**src/rtl/goldschmidt_div_unit_pkg.sv**
```systemverilog
// Shared types and helpers for the Goldschmidt divider.
//   gs_state_e : control FSM states
//   gs_tag_e   : which recurrence (D or N) an in-flight product belongs to
//   one_val    : 1.0 in Q1.(w-1)
//   rne_round  : round a Q2.(2w-2) product back to Q1.(w-1), RNE, saturating
package gs_div_pkg;

  typedef enum logic [2:0] {IDLE, ISSUE_D, ISSUE_N, WAIT, FIN, DONE} gs_state_e;
  typedef enum logic {TAG_D, TAG_N} gs_tag_e;

  // Widest operand the helpers support; callers pass the real width.
  localparam int unsigned MAXW = 64;

  function automatic logic [MAXW-1:0] one_val(input int unsigned w);
    return MAXW'(1) << (w - 1);
  endfunction

  // Keep product bits [2w-2:w-1]; guard = bit w-2; sticky = |bits[w-3:0].
  // Result saturates to all ones when bit 2w-1 is set or rounding carries out.
  function automatic logic [MAXW-1:0] rne_round(input logic [2*MAXW-1:0] prod,
                                                input int unsigned w);
    logic [2*MAXW-1:0] one_b;
    logic [MAXW-1:0]   wmask;
    logic [MAXW-1:0]   kept;
    logic [MAXW:0]     inc;
    logic              guard, sticky, ovf, rnd;
    one_b  = (2*MAXW)'(1);
    wmask  = {MAXW{1'b1}} >> (MAXW - w);
    kept   = MAXW'(prod >> (w - 1)) & wmask;
    guard  = |(prod & (one_b << (w - 2)));
    sticky = |(prod & ((one_b << (w - 2)) - one_b));
    ovf    = |(prod & (one_b << (2*w - 1)));
    rnd    = guard & (sticky | kept[0]);
    inc    = {1'b0, kept} + (MAXW+1)'(rnd);
    if (ovf || (|(inc >> w))) return wmask;
    return inc[MAXW-1:0];
  endfunction

endpackage

```
**src/rtl/goldschmidt_div_unit_if.sv**
```systemverilog
// Handshake/operand bundle of the Goldschmidt divider.
//   in_valid/in_ready  : operand handshake (n, d, ia, recip)
//   out_valid/out_ready: result handshake (q, err)
// master = producer/consumer side, slave = divider side.
interface goldschmidt_div_unit_if #(parameter int unsigned WIDTH = 16);
  logic             in_valid;
  logic             in_ready;
  logic [WIDTH-1:0] n;
  logic [WIDTH-1:0] d;
  logic [WIDTH-1:0] ia;
  logic             recip;
  logic             out_valid;
  logic             out_ready;
  logic [WIDTH-1:0] q;
  logic             err;

  modport master (output in_valid, n, d, ia, recip, out_ready,
                  input  in_ready, out_valid, q, err);
  modport slave  (input  in_valid, n, d, ia, recip, out_ready,
                  output in_ready, out_valid, q, err);
endinterface

```
**src/rtl/goldschmidt_div_unit_mul.sv**
```systemverilog
// Two-stage pipelined multiplier with RNE rounding, carrying a valid bit and
// a D/N tag alongside the operands.
//   clk_i, rst_ni : clock, synchronous active-low reset
//   issue_i/tag_i/a_i/b_i : operand pair issued in cycle t
//   vld_o/tag_o/res_o     : rounded product visible in cycle t+2
module gs_mul_pipe
  import gs_div_pkg::*;
#(
  parameter int unsigned WIDTH = 16
) (
  input  logic             clk_i,
  input  logic             rst_ni,
  input  logic             issue_i,
  input  gs_tag_e          tag_i,
  input  logic [WIDTH-1:0] a_i,
  input  logic [WIDTH-1:0] b_i,
  output logic             vld_o,
  output gs_tag_e          tag_o,
  output logic [WIDTH-1:0] res_o
);

  logic [WIDTH-1:0]   a_q, b_q;
  logic               v1_q, v2_q;
  gs_tag_e            tag1_q, tag2_q;
  logic [2*WIDTH-1:0] prod_q;

  always_ff @(posedge clk_i) begin
    if (!rst_ni) begin
      a_q    <= '0;
      b_q    <= '0;
      v1_q   <= 1'b0;
      tag1_q <= TAG_D;
      prod_q <= '0;
      v2_q   <= 1'b0;
      tag2_q <= TAG_D;
    end else begin
      a_q    <= a_i;
      b_q    <= b_i;
      v1_q   <= issue_i;
      tag1_q <= tag_i;
      prod_q <= (2*WIDTH)'(a_q) * (2*WIDTH)'(b_q);
      v2_q   <= v1_q;
      tag2_q <= tag1_q;
    end
  end

  assign vld_o = v2_q;
  assign tag_o = tag2_q;
  assign res_o = WIDTH'(rne_round((2*MAXW)'(prod_q), WIDTH));

endmodule

```
**src/rtl/goldschmidt_div_unit.sv**
```systemverilog
// Self-sequencing Goldschmidt divider, q = n/d (or 1/d when recip=1).
//   clk   : clock
//   reset : synchronous active-low reset
//   bus   : operand/result handshake (slave side)
// Each iteration issues D*K then N*K into one shared multiplier and waits a
// cycle; the D result refreshes K = 2 - D'.
module goldschmidt_div_unit
  import gs_div_pkg::*;
#(
  parameter int unsigned WIDTH = 16,
  parameter int unsigned ITER  = 3
) (
  input  logic                  clk,
  input  logic                  reset,
  goldschmidt_div_unit_if.slave bus
);

  localparam int unsigned      CW  = (ITER > 1) ? $clog2(ITER) : 1;
  localparam logic [WIDTH-1:0] ONE = WIDTH'(one_val(WIDTH));

  gs_state_e        state_q;
  logic [CW-1:0]    cnt_q;
  logic             out_valid_q, err_q;
  logic [WIDTH-1:0] q_q;
  logic [WIDTH-1:0] n_q, d_q, k_q;
  logic [WIDTH-1:0] n_d, d_d, k_d;

  logic             accept;
  logic             mul_issue, mul_vld;
  gs_tag_e          mul_tag_in, mul_tag;
  logic [WIDTH-1:0] mul_a, mul_res;

  assign accept     = bus.in_valid && (state_q == IDLE);
  assign mul_issue  = (state_q == ISSUE_D) || (state_q == ISSUE_N);
  assign mul_tag_in = (state_q == ISSUE_N) ? TAG_N : TAG_D;
  assign mul_a      = (state_q == ISSUE_N) ? n_q : d_q;

  gs_mul_pipe #(.WIDTH(WIDTH)) u_mul (
    .clk_i   (clk),
    .rst_ni  (reset),
    .issue_i (mul_issue),
    .tag_i   (mul_tag_in),
    .a_i     (mul_a),
    .b_i     (k_q),
    .vld_o   (mul_vld),
    .tag_o   (mul_tag),
    .res_o   (mul_res)
  );

  // Accept and writeback never coincide: the pipeline is empty in IDLE.
  always_comb begin
    n_d = n_q;
    d_d = d_q;
    k_d = k_q;
    if (accept) begin
      n_d = bus.recip ? ONE : bus.n;
      d_d = bus.d;
      k_d = bus.ia;
    end
    if (mul_vld) begin
      if (mul_tag == TAG_D) begin
        d_d = mul_res;
        k_d = ~mul_res + WIDTH'(1);
      end else begin
        n_d = mul_res;
      end
    end
  end

  always_ff @(posedge clk) begin
    if (!reset) begin
      n_q <= '0;
      d_q <= '0;
      k_q <= '0;
    end else begin
      n_q <= n_d;
      d_q <= d_d;
      k_q <= k_d;
    end
  end

  always_ff @(posedge clk) begin
    if (!reset) begin
      state_q     <= IDLE;
      cnt_q       <= '0;
      out_valid_q <= 1'b0;
      q_q         <= '0;
      err_q       <= 1'b0;
    end else begin
      case (state_q)
        IDLE: begin
          if (accept) begin
            cnt_q <= '0;
            if (!bus.d[WIDTH-1]) begin
              state_q     <= DONE;
              q_q         <= '1;
              err_q       <= 1'b1;
              out_valid_q <= 1'b1;
            end else begin
              state_q <= ISSUE_D;
            end
          end
        end
        ISSUE_D: state_q <= ISSUE_N;
        ISSUE_N: state_q <= WAIT;
        WAIT: begin
          if (cnt_q < CW'(ITER - 1)) begin
            cnt_q   <= cnt_q + CW'(1);
            state_q <= ISSUE_D;
          end else begin
            state_q <= FIN;
          end
        end
        FIN: begin
          // Final N' lands on this same edge, so take the bypassed value.
          state_q     <= DONE;
          q_q         <= n_d;
          err_q       <= 1'b0;
          out_valid_q <= 1'b1;
        end
        DONE: begin
          if (bus.out_ready) begin
            state_q     <= IDLE;
            out_valid_q <= 1'b0;
          end
        end
        default: state_q <= IDLE;
      endcase
    end
  end

  assign bus.in_ready  = (state_q == IDLE);
  assign bus.out_valid = out_valid_q;
  assign bus.q         = q_q;
  assign bus.err       = err_q;

endmodule

```
**src/flat_wrapper.sv**
```systemverilog
// flat-port wrapper written by rule: the top's interface ports become plain ports
module goldschmidt_div_unit_flat import gs_div_pkg::*;
#(
  parameter int unsigned WIDTH = 16,
  parameter int unsigned ITER  = 3
)
  (clk, reset, bus_in_valid, bus_n, bus_d, bus_ia, bus_recip, bus_out_ready, bus_in_ready, bus_out_valid, bus_q, bus_err);
  goldschmidt_div_unit_if #(.WIDTH(WIDTH)) bus_i ();
  input  logic clk;
  input  logic reset;
  input wire logic [$bits(bus_i.in_valid)-1:0] bus_in_valid;
  input wire logic [$bits(bus_i.n)-1:0] bus_n;
  input wire logic [$bits(bus_i.d)-1:0] bus_d;
  input wire logic [$bits(bus_i.ia)-1:0] bus_ia;
  input wire logic [$bits(bus_i.recip)-1:0] bus_recip;
  input wire logic [$bits(bus_i.out_ready)-1:0] bus_out_ready;
  output wire logic [$bits(bus_i.in_ready)-1:0] bus_in_ready;
  output wire logic [$bits(bus_i.out_valid)-1:0] bus_out_valid;
  output wire logic [$bits(bus_i.q)-1:0] bus_q;
  output wire logic [$bits(bus_i.err)-1:0] bus_err;
  assign bus_i.in_valid = bus_in_valid;
  assign bus_i.n = bus_n;
  assign bus_i.d = bus_d;
  assign bus_i.ia = bus_ia;
  assign bus_i.recip = bus_recip;
  assign bus_i.out_ready = bus_out_ready;
  assign bus_in_ready = bus_i.in_ready;
  assign bus_out_valid = bus_i.out_valid;
  assign bus_q = bus_i.q;
  assign bus_err = bus_i.err;
  goldschmidt_div_unit #(.WIDTH(WIDTH), .ITER(ITER)) u_core (.clk(clk), .reset(reset), .bus(bus_i));
endmodule
```
**config.mk**
```make
export PLATFORM = sky130hd
export DESIGN_NAME = goldschmidt_div_unit_flat
export DESIGN_NICKNAME = d
export VERILOG_FILES = /design/src/rtl/goldschmidt_div_unit_pkg.sv /design/src/rtl/goldschmidt_div_unit_if.sv /design/src/rtl/goldschmidt_div_unit_mul.sv /design/src/rtl/goldschmidt_div_unit.sv /design/src/flat_wrapper.sv
export SDC_FILE = /design/constraint.sdc
export NUM_CORES = 1
export LEC_CHECK = 0
export ABC_AREA = 1
export ABC_CLOCK_PERIOD_IN_PS = 16500
export CORE_MARGIN = 2
export CORE_UTILIZATION = 63
export CTS_BUF_LIST = sky130_fd_sc_hd__clkbuf_8
export DETAILED_ROUTE_END_ITERATION = 8
export GPL_ROUTABILITY_DRIVEN = 0
export GPL_TIMING_DRIVEN = 0
export HOLD_SLACK_MARGIN = 0.1
export PLACE_DENSITY = 0.9
export SETUP_SLACK_MARGIN = 0.1
export SLEW_MARGIN = 15
export SYNTH_ARGS = -nofsm -noshare
export SYNTH_HDL_FRONTEND = slang
export SYNTH_SLANG_ARGS = --single-unit
```
**constraint.sdc**
```tcl
create_clock -name clk -period 16.5 [get_ports clk]
set_input_delay 4.95 -clock clk [delete_from_list [all_inputs] [get_ports clk]]
set_output_delay 4.95 -clock clk [all_outputs]
set_load 0.02 [all_outputs]
```
Word-level counts from Yosys, hierarchy flattened. Cells that the tools add are included.

Bits of input ports: 53. Memory bits (writable): 0. Output and inout bits: 19. Memories: 0. Memory bits (read-only): 0. Register bits: 139. Bits in latches: 0.

Bitwise operators: 3. Reductions and logical operators: 13. $lt $le $gt $ge: 1. Muxes and demuxes: 31. $add $sub $neg: 3. Shift-type cells: 0. Equality and inequality tests: 9. Multipliers: 1. Div/mod/pow operators: 0.

Operators with widths (count): two-way mux 16 bit (15); OR reduction 49 bit (1); multiplier 16 x 16 -> 32 bit (1); one-hot mux 16 bit (2 select lines) (1); one-hot mux 3 bit (6 select lines) (1); adder 16 x 1 -> 17 bit (1); adder 16 x 1 -> 16 bit, second input constant (1); inverter 16 bit (1); OR reduction 14 bit (1); two-way mux 3 bit (4); == test 3 x 2 -> 1 bit, second input constant (2); == test 3 bit, second input constant (2); AND reduction 3 bit (2); two-way mux 1 bit (5); two-way mux 2 bit (2); != test 2 x 1 -> 1 bit, second input constant (2); != test 2 bit, second input constant (2); one-hot mux 2 bit (2 select lines) (1); AND reduction 4 bit (1); nonzero test 2 bit (2); == test 3 x 1 -> 1 bit, second input constant (1); logical NOT 3 bit (1); one-hot mux 1 bit (3 select lines) (1); nonzero test 3 bit (1); 8 further kinds (9).

Logic depth before layout (Yosys ltp). Gate-level depths: netlist of the first run.

Depth after elaboration: 12. Depth in mapped cells: 28. Mapped depth without buffers: 26.

Cells and area by module. Synthesis of the first run repeated with hierarchy kept, for this count alone.

Cells, all modules: 2287. Area, all modules: 15584.9 µm².

By module, submodules not included: gs_mul_pipe (area an instance 11593.6 µm², instances 1, cells each 1637); goldschmidt_div_unit (area an instance 3991.3 µm², instances 1, cells each 650).

Least setup slack after synthesis of the first run. Ideal clock, no wire load.

Kind: input-to-reg. From: input port bus_in_valid. To: register u_core.q_q[11] (netlist: u_core.bus.q[11]). Required time: 16.371 ns. Setup slack: 10.472 ns. Arrival time: 5.899 ns. Cell stages on the path: 7. Library setup time: 0.129 ns. Path buffers: 1. Cell sequence: inv_1 -> nor2_2 -> inv_1 -> buf_2 -> a221o_1 -> o21ai_0 -> a21oi_1.

Word-level cells in the longest chain between the ends: 5.

Ends and longest elaborated chain: from (decl) (line flat_wrapper.sv:11) `input wire logic [$bits(bus_i.in_valid)-1:0] bus_in_valid;`; logical AND 1 bit * (line goldschmidt_div_unit.sv:33) `assign accept = bus.in_valid && (state_q == IDLE);`; two-way mux 16 bit (line goldschmidt_div_unit.sv:55) `if (accept) begin`; two-way mux 16 bit (line goldschmidt_div_unit.sv:61) `if (mul_tag == TAG_D) begin`; two-way mux 16 bit (line goldschmidt_div_unit.sv:60) `if (mul_vld) begin`; one-hot mux 16 bit (2 select lines) (line goldschmidt_div_unit.sv:90) `case (state_q)`; to (signal assigned) (line goldschmidt_div_unit.sv:117) `q_q <= n_d;`; to (decl) (line goldschmidt_div_unit.sv:24) `logic [WIDTH-1:0] q_q;`.

Mark *: on every way between the ends. The rest lies on a longest branch, timed or not. A chain may end at the register's enable or synchronous reset.

Worst setup path in the final report of the first run.
From: register u_core.u_mul.b_q[8]. To: register u_core.u_mul.prod_q[26].

Word-level cells in the longest chain between the ends: 1.

Ends and longest elaborated chain: from (decl) (line goldschmidt_div_unit_mul.sv:22) `logic [WIDTH-1:0] a_q, b_q;`; from (signal assigned) (line goldschmidt_div_unit_mul.sv:38) `b_q <= b_i;`; multiplier 16 x 16 -> 32 bit (line goldschmidt_div_unit_mul.sv:41) `prod_q <= (2*WIDTH)'(a_q) * (2*WIDTH)'(b_q);`; to (signal assigned) (line goldschmidt_div_unit_mul.sv:41); to (decl) (line goldschmidt_div_unit_mul.sv:25) `logic [2*WIDTH-1:0] prod_q;`.

No other way between the ends.

==> results.txt, run 1 <==
----------------------------------------------------
[Synth]
  Number of synthesized flops with an enable pin ... 0
  Count of mapped cells out of synthesis ... about 2.0k
  Summed instance area of the synthesized netlist ... 14800 sq um
  Number of storage elements in the synthesis netlist ... 139
  Yosys warning count ... 0
  Most used flip-flop cell after synthesis ... dfxtp_1
  Share of the yosys chip area belonging to registers ... 0.188
  Number of library cell types mapped by synthesis ... 52
  Share of synthesized registers carrying an async set or reset ... 0
  Average size of a mapped cell ... roughly 7.3 sq um
  Syn Nets ... 2364

[Timing]
  Portion of the clock cycle consumed by the worst path in the final layout ... 0.418
  Smallest setup slack after layout ... roughly 9.6 ns
  Unrepaired setup endpoints after global routing ... false
  Final Setup Violations ... 0
  Period minus WS final ... roughly 6.9 ns
  Setup Skew ... 0.0148 ns
  Relative slew slack ... 0.297
  Actual transition at the worst max-transition pin ... around 1.0 ns
  Final count of pins violating max slew ... 0
  Hold violation count in the final report ... 0
  Hold slack final ... around 0.43 ns
  Total Negative Setup Slacks ... 0 ns
  Highest clock rate ... roughly 0.15 GHz

[Critical path]
  Req. time, crit path ... approximately 17 ns
  CP Max Fanout ... 10
  CP arrival ... between 7 and 8 ns
  Worst-path cell with the longest stage delay ... clkbuf_1
  Buffers and inverters on the worst path ... 7
  Delay-heaviest family, CP ... adder cells
  Kind of launch point of the worst setup path ... flip-flop
  Cell-by-cell trace of the critical path ... clkbuf_1 > clkbuf_1 > nand2_1 > fa_1 > inv_1 > fa_1 > inv_1 > fa_1 > inv_1 > fa_1 > fa_1 > inv_1 > fa_1 > inv_1 > ha_1 > nand2_1 > o21ai_0 > a21oi_1 > o211ai_1 > nand3_1 > nand2_1 > nand2_1 > nand2_1 > nor2_1
  Maximum single-stage delay on the critical path ... roughly 0.63 ns
  Cell with the most instances on the worst path ... fa_1
  Crit. End Element ... flip-flop
  Minimum setup slack among reg-to-reg paths ... 9.61 ns
  WS Path Type ... reg2reg

[Clocking]
  TritonCTS clock tree ... built
  Post-CTS repair timing setup buffer count ... 0
  Maximum root-to-sink buffer count ... 2
  CTS Hold Buffers Added ... 0
  CTS HTree Levels ... 4
  Clk root buf ... clkbuf_8
  Cells resized by post-CTS repair ... 0
  Register clock-pin slew on the reported worst setup and hold paths ... 0.09 ns
  Insertion delay of the later-clocked pin in the worst-skew pair ... 0.47 ns
  Clock sink total ... about 140
  CTS buffer count ... 17

[Detailed routing]
  Detail-routed via count per cell ... around 5.7
  Routed WL per cell ... ~18 microns
  Drt total wl ... 43400 microns
  Pre-antenna DRT Iters ... 7
  Violation count after the first detailed-routing iteration ... ~1.6k
  Number of vias after detailed routing ... about 14k
  Number of routed nets with antenna violations ... 0
  DRC errors left ... 0

[GRT]
  Maximum number of pins on one net before global-route repair ... 17
  Initial antenna violation count ... 2
  Aggregate global-route resource usage ... 0.372
  Vias in the first global route ... between 10k and 15k
  First-pass GRT wire length ... a little over 70000 microns
  GRT overflow ... 0

[Pwr]
  Power density over cell area ... between 100 and 150 nW/um^2
  Sequential share of power ... 0.281
  Switching share of power ... 0.495
  IR Drop Worst-Case VDD ... approximately 91 uV
  Net switching power ... between 0.8 and 0.9 mW
  P_int ... around 0.86 mW
  Clock network fraction of design power ... 0.163
  Leakage power figure ... approximately 9 nW
  Combinational cell fraction of total power ... 0.556
  PnR Total Power ... around 1.7 mW

[Die]
  Top-Level Pins ... slightly above 70
  Die boundary width ... 157 microns
  Initial Util ... 0.635
  Die Outline Area ... roughly 25000 sq um
  # rows ... 56
  Vert. Die Dim ... around 160 microns
  Core Box Area ... 23300 sq um

[Final layout]
  Layout overhead on the synthesized area ... 10.1%
  Fraction of final layout cells with drive strength greater than 1 ... 0.0435
  Number of nets in the final layout ... 2454

[Placed design]
  Worst slack at placement ... ~9.5 ns
  DP HPWL ... approximately 34000 microns
  Count of input and output buffers ... 71

[Flow run]
  Maximum capacitance violations ... 0

[Outcome]
  Run status ... complete, no violations

[Worst hold path]
  Worst hold path type ... reg2reg

----------------------------------------------------
-- worst register-to-register path: stages, from the launching register on --
cell and delay [ns]:
dfxtp_1 0.34, clkbuf_1 0.63, clkbuf_1 0.54, nand2_1 0.17
fa_1 0.55, inv_1 0.05, fa_1 0.50, inv_1 0.06
fa_1 0.54, inv_1 0.05, fa_1 0.46, fa_1 0.50
inv_1 0.05, fa_1 0.53, inv_1 0.07, ha_1 0.35
nand2_1 0.12, o21ai_0 0.34, a21oi_1 0.07, o211ai_1 0.48
nand3_1 0.13, nand2_1 0.12, nand2_1 0.06, nand2_1 0.06
nor2_1 0.05
-- cell type report --
cell class	instances	area (sq um)
antenna	1	2.50
buffer	99	409
clock buffer	17	234
clock inverter	15	153
fill	1810	6990
inverter	480	1800
multi-input combinational	1293	9780
sequential	139	2780
tap	319	399
timing repair buffer	71	711
-- state kept, by name, summed over array words and instances, names as in the netlist, 2 cells and up --
| register | count |
|---|---|
| u_core.u_mul.prod_q | 32 |
| u_core.d_q | 16 |
| u_core.k_q | 16 |
| u_core.u_mul.a_q | 16 |
| u_core.u_mul.b_q | 16 |
| u_core.cnt_q | 2 |
| u_core.bus.q | 16 |
| u_core.state_q | 3 |
| u_core.n_q | 16 |
-- placed cells by master (no fill, tap or decap), types with 4 or more instances in the layout --
cell | netlist | layout
nand2_1 | 486 | 486
inv_1 | 474 | 475
fa_1 | 194 | 194
dfxtp_1 | 139 | 139
nor2_1 | 135 | 135
ha_1 | 106 | 106
a21oi_1 | 104 | 104
clkbuf_1 | 86 | 86
o21ai_0 | 83 | 83
clkdlybuf4s50_1 | 0 | 71
nand3_1 | 49 | 49
o211ai_1 | 18 | 18
clkbuf_8 | 0 | 17
nand2_2 | 10 | 10
a22o_1 | 10 | 10
nor2_4 | 9 | 9
nor2_2 | 9 | 9
o21bai_1 | 9 | 9
nor3_1 | 9 | 9
buf_2 | 8 | 8
nand4_1 | 8 | 8
or2_2 | 6 | 6
inv_6 | 0 | 6
inv_2 | 5 | 5
o21ai_1 | 5 | 5
xor2_1 | 4 | 4
-- cells in the mapped netlist (10+ instances only) --
master / instances / area, sq um
clkbuf_1: 86 / 323
ha_1: 106 / 1330
nor2_1: 135 / 507
a21oi_1: 104 / 521
nand3_1: 49 / 245
fa_1: 194 / 3880
o21ai_0: 83 / 415
inv_1: 474 / 1780
a22o_1: 10 / 87.6
o211ai_1: 18 / 135
nand2_2: 10 / 62.6
nand2_1: 486 / 1820
dfxtp_1: 139 / 2780
-- cell families (layout without fill, tap and decap cells) --
kind of cell	Yosys count	after routing	synth area share
simple gates	735	735	0.208
buf+inv	579	682	0.150
fa+ha+maj	300	300	0.353
compound gates	251	251	0.0971
flops	139	139	0.188
xor+xnor	7	7	0.00415
other cells	0	1	0
-- per-layer routing --
layer | part of all wire | track usage | vias up
met5 | 0 | 0 | -
li1 | - | - | 6185
met1 | 0.35 | 0.437 | 6415
met2 | 0.46 | 0.609 | 930
met3 | 0.12 | 0.0997 | 233
met4 | 0.069 | 0.227 | 0
-- power groups by stage --
stage | clock, mW | sequential (mW) | combinational (mW)
after floorplan | 0 | 0.487 | 0.589
after global placement | 0 | 0.476 | 0.869
after detailed placement | 0 | 0.480 | 0.898
after CTS | 0.276 | 0.474 | 0.914
after global routing | 0.292 | 0.484 | 1.03
final | 0.277 | 0.478 | 0.945
-- metrics by stage --
stage | util | cell area (sq um) | cells
after CTS | 0.700 | 16300 | 2433
after detailed placement | 0.683 | 15900 | 2401
final | 0.700 | 16300 | 2434
after floorplan | - | 14800 | 2011
after global placement | 0.683 | 15900 | 2401
after global routing | 0.700 | 16300 | 2433
-- path summary, 6_finish.rpt --
check                       from                 endpoint  cells past startpoint
max          u_core.u_mul.b_q[8]  u_core.u_mul.prod_q[26]                     24
min reg2reg    u_core.u_mul.v1_q       u_core.u_mul.vld_o                      2
max reg2reg  u_core.u_mul.b_q[8]  u_core.u_mul.prod_q[26]                     24
min            u_core.u_mul.v1_q       u_core.u_mul.vld_o                      2
Power figures use the tool's default switching activity.
==> inputs of run 2 (changes only) <==
--- a/config.mk
+++ b/config.mk
@@ -6,7 +6,7 @@
 export NUM_CORES = 1
 export LEC_CHECK = 0
 export ABC_AREA = 1
-export ABC_CLOCK_PERIOD_IN_PS = 16500
+export ABC_CLOCK_PERIOD_IN_PS = 6400
 export CORE_MARGIN = 2
 export CORE_UTILIZATION = 63
 export CTS_BUF_LIST = sky130_fd_sc_hd__clkbuf_8
==> constraint.sdc (replaced) <==
create_clock -name clk -period 6.4 [get_ports clk]
set_input_delay 1.92 -clock clk [delete_from_list [all_inputs] [get_ports clk]]
set_output_delay 1.92 -clock clk [all_outputs]
set_load 0.02 [all_outputs]
==> results.txt, run 2 (synthesis gave the netlist of run 1 again) <==
----------------------------------------------------
[Detailed routing]
  Violation count after the first detailed-routing iteration ... ~1.5k
  Number of vias after detailed routing ... about 14k
  Detail-routed via count per cell ... 5.68
  DRC errors left ... 0
  Drt total wl ... about 43000 microns
  Number of routed nets with antenna violations ... 0
  Routed WL per cell ... roughly 18 microns
  Pre-antenna DRT Iters ... 6

[GRT]
  First-pass GRT wire length ... 70600 microns
  Most utilized layer in the global route result ... met2
  Maximum number of pins on one net before global-route repair ... 17
  M1 GR Usage ... 0.441
  GRT overflow ... 0
  Global routing met3 resource utilization ... 0.0900
  Met2 GRT Util ... 0.608
  Initial antenna violation count ... 0
  Aggregate global-route resource usage ... 0.371
  Vias in the first global route ... ~14k

[Pwr]
  IR Drop Worst-Case VDD ... approximately 230 uV
  PnR Total Power ... 4.39 mW
  Net switching power ... 2.16 mW
  Sequential share of power ... 0.308
  Clock network fraction of design power ... 0.163
  Power density over cell area ... 270 nW/um^2
  Combinational cell fraction of total power ... 0.529
  Switching share of power ... 0.493
  P_int ... around 2.2 mW
  Leakage power figure ... 9.22 nW

[Timing]
  Final Setup Violations ... 0
  Actual transition at the worst max-transition pin ... roughly 1 ns
  Relative slew slack ... 0.340
  Hold violation count in the final report ... 0
  Portion of the clock cycle consumed by the worst path in the final layout ... 0.957
  Setup Skew ... roughly 0.018 ns
  Period minus WS final ... 6.12 ns
  Unrepaired setup endpoints after global routing ... false
  Total Negative Setup Slacks ... 0 ns
  Smallest setup slack after layout ... between 0.2 and 0.3 ns
  Highest clock rate ... 0.163 GHz
  Final count of pins violating max slew ... 0

[Critical path]
  Worst-path cell with the longest stage delay ... dfxtp_1
  Cell with the most instances on the worst path ... fa_1
  Crit. Startpoint ... u_core.u_mul.a_q[6]
  Req. time, crit path ... between 6 and 7 ns
  Minimum setup slack among reg-to-reg paths ... ~0.28 ns
  Reg-to-reg startpoint ... u_core.u_mul.a_q[6]
  WS Path Type ... reg2reg
  CP arrival ... around 6.5 ns
  Maximum single-stage delay on the critical path ... around 0.63 ns
  Cell-by-cell trace of the critical path ... clkbuf_2 > nand2_1 > fa_1 > inv_1 > fa_1 > inv_1 > fa_1 > inv_1 > fa_1 > fa_1 > inv_1 > fa_1 > inv_1 > ha_1 > nand2_1 > o21ai_1 > a21oi_1 > o211ai_1 > buf_4 > nand3_1 > nand2_1 > nand2_1 > nand2_1 > nor2_1
  Crit. End Element ... flip-flop
  Kind of launch point of the worst setup path ... flip-flop
  Buffers and inverters on the worst path ... 7
  Worst Reg-to-Reg Cells ... 24
  CP Max Fanout ... 10
  Delay-heaviest family, CP ... adder cells
  Worst R2R End ... u_core.u_mul.prod_q[26]

[Outcome]
  Run status ... complete, no violations

[Worst hold path]
  Hold-critical path depth ... 2
  Critical hold path startpoint ... u_core.u_mul.v1_q
  Hold-critical path endpoint ... u_core.u_mul.vld_o
  Worst hold path type ... reg2reg

[Final layout]
  Fraction of final layout cells with drive strength greater than 1 ... 0.0682
  Number of nets in the final layout ... between 2k and 2.5k
  Total area of sequential cells ... around 2800 sq um
  Most common library cell in the layout ignoring fill and taps ... nand2_1
  Total area of multi-input combinational cells ... 9780 sq um
  Fill cells ... approximately 1.8k
  Layout overhead on the synthesized area ... 10.2%
  Flip-flop count of the largest register after layout ... 32
  Register with the most flip-flops ... u_core.u_mul.prod_q
  Post-layout util ... 0.700
  Cell area after layout ... about 16000 sq um
  Top library cells by usage in the layout, fill and taps aside ... nand2_1, inv_1, fa_1, nor2_1, dfxtp_1

[Die]
  Core Box Area ... 23300 sq um
  Die Outline Area ... between 20000 and 25000 sq um
  Top-Level Pins ... 72
  Die boundary width ... between 150 and 200 microns
  Vert. Die Dim ... about 160 microns
  Initial Util ... 0.635
  # rows ... 56

[Clocking]
  Insertion delay of the later-clocked pin in the worst-skew pair ... 0.47 ns
  CTS Hold Buffers Added ... 0
  CTS buffer count ... 17
  CTS HTree Levels ... 4
  Clock sink total ... 139
  Clk root buf ... clkbuf_8
  TritonCTS clock tree ... built
  Register clock-pin slew on the reported worst setup and hold paths ... ~0.09 ns
  Maximum root-to-sink buffer count ... 2

[Placed design]
  Count of input and output buffers ... 71
  Worst slack at placement ... -0.153 ns
  Area of placed instances ... ~16000 sq um
  DP HPWL ... between 30000 and 40000 microns

[Flow run]
  Maximum capacitance violations ... 0

----------------------------------------------------
==> run 2: worst register-to-register path, stage by stage, from the launching register on <==
cell and delay [ns]:
dfxtp_1 0.63, clkbuf_2 0.40, nand2_1 0.13, fa_1 0.53, inv_1 0.05, fa_1 0.50, inv_1 0.06, fa_1 0.54
inv_1 0.05, fa_1 0.45, fa_1 0.50, inv_1 0.05, fa_1 0.52, inv_1 0.06, ha_1 0.34, nand2_1 0.12
o21ai_1 0.26, a21oi_1 0.07, o211ai_1 0.23, buf_4 0.19, nand3_1 0.07, nand2_1 0.09, nand2_1 0.06, nand2_1 0.06
nor2_1 0.05
==> run 2: how the worst max path moves through the flow <==
| stage | end | slack [ns] | depth (start not counted) |
|---|---|---|---|
| after floorplan | u_core.u_mul.prod_q[26] | 1.0 | 24 |
| after global placement | u_core.u_mul.prod_q[26] | -0.01 | 22 |
| after detailed placement | u_core.u_mul.prod_q[26] | -0.15 | 24 |
| after CTS | u_core.u_mul.prod_q[28] | 0.21 | 21 |
| after global routing | u_core.u_mul.prod_q[25] | 0.08 | 26 |
| final | u_core.u_mul.prod_q[26] | 0.28 | 24 |
==> run 2: layer usage <==
| metal | wire (microns) | part of all wire | up-vias |
|---|---|---|---|
| met2 | 19900 | 0.46 | 919 |
| li1 | - | - | 6153 |
| met3 | 4970 | 0.11 | 232 |
| met5 | 0 | 0 | - |
| met1 | 15300 | 0.35 | 6433 |
| met4 | 3150 | 0.073 | 0 |
==> run 2: power groups by stage <==
stage,Sequential [mW],Combinational [mW],Clock [mW]
after CTS,1.25,2.33,0.711
after global routing,1.36,2.54,0.752
after floorplan,1.26,1.52,0
after detailed placement,1.24,2.32,0
final,1.35,2.32,0.715
after global placement,1.23,2.24,0
==> run 2: through the flow <==
step | hold WS [ns] | cells
finish | 0.431 | 2417
global route | 0.442 | 2416
CTS | 0.430 | 2429
detailed placement | 0.403 | 2401
global placement | 0.394 | 2401
floorplan | 0.390 | 2011
==> run 2: timing repair <==
item                                    4_1_cts  5_1_grt
pin swaps                                     1        0
setup buffers                                 1        0
gates resized for setup                      20       57
endpoints found under the setup margin       12       16
==> run 2: layout make-up <==
cell class	count	area share
repair buffers	72	0.0441
diodes	1	0.000154
flip-flops and latches	139	0.172
plain buffers	81	0.0244
multi-input cells	1293	0.601
clock buffers	17	0.0144
inverters	480	0.111
clock inverters	15	0.00937
well taps	319	0.0245
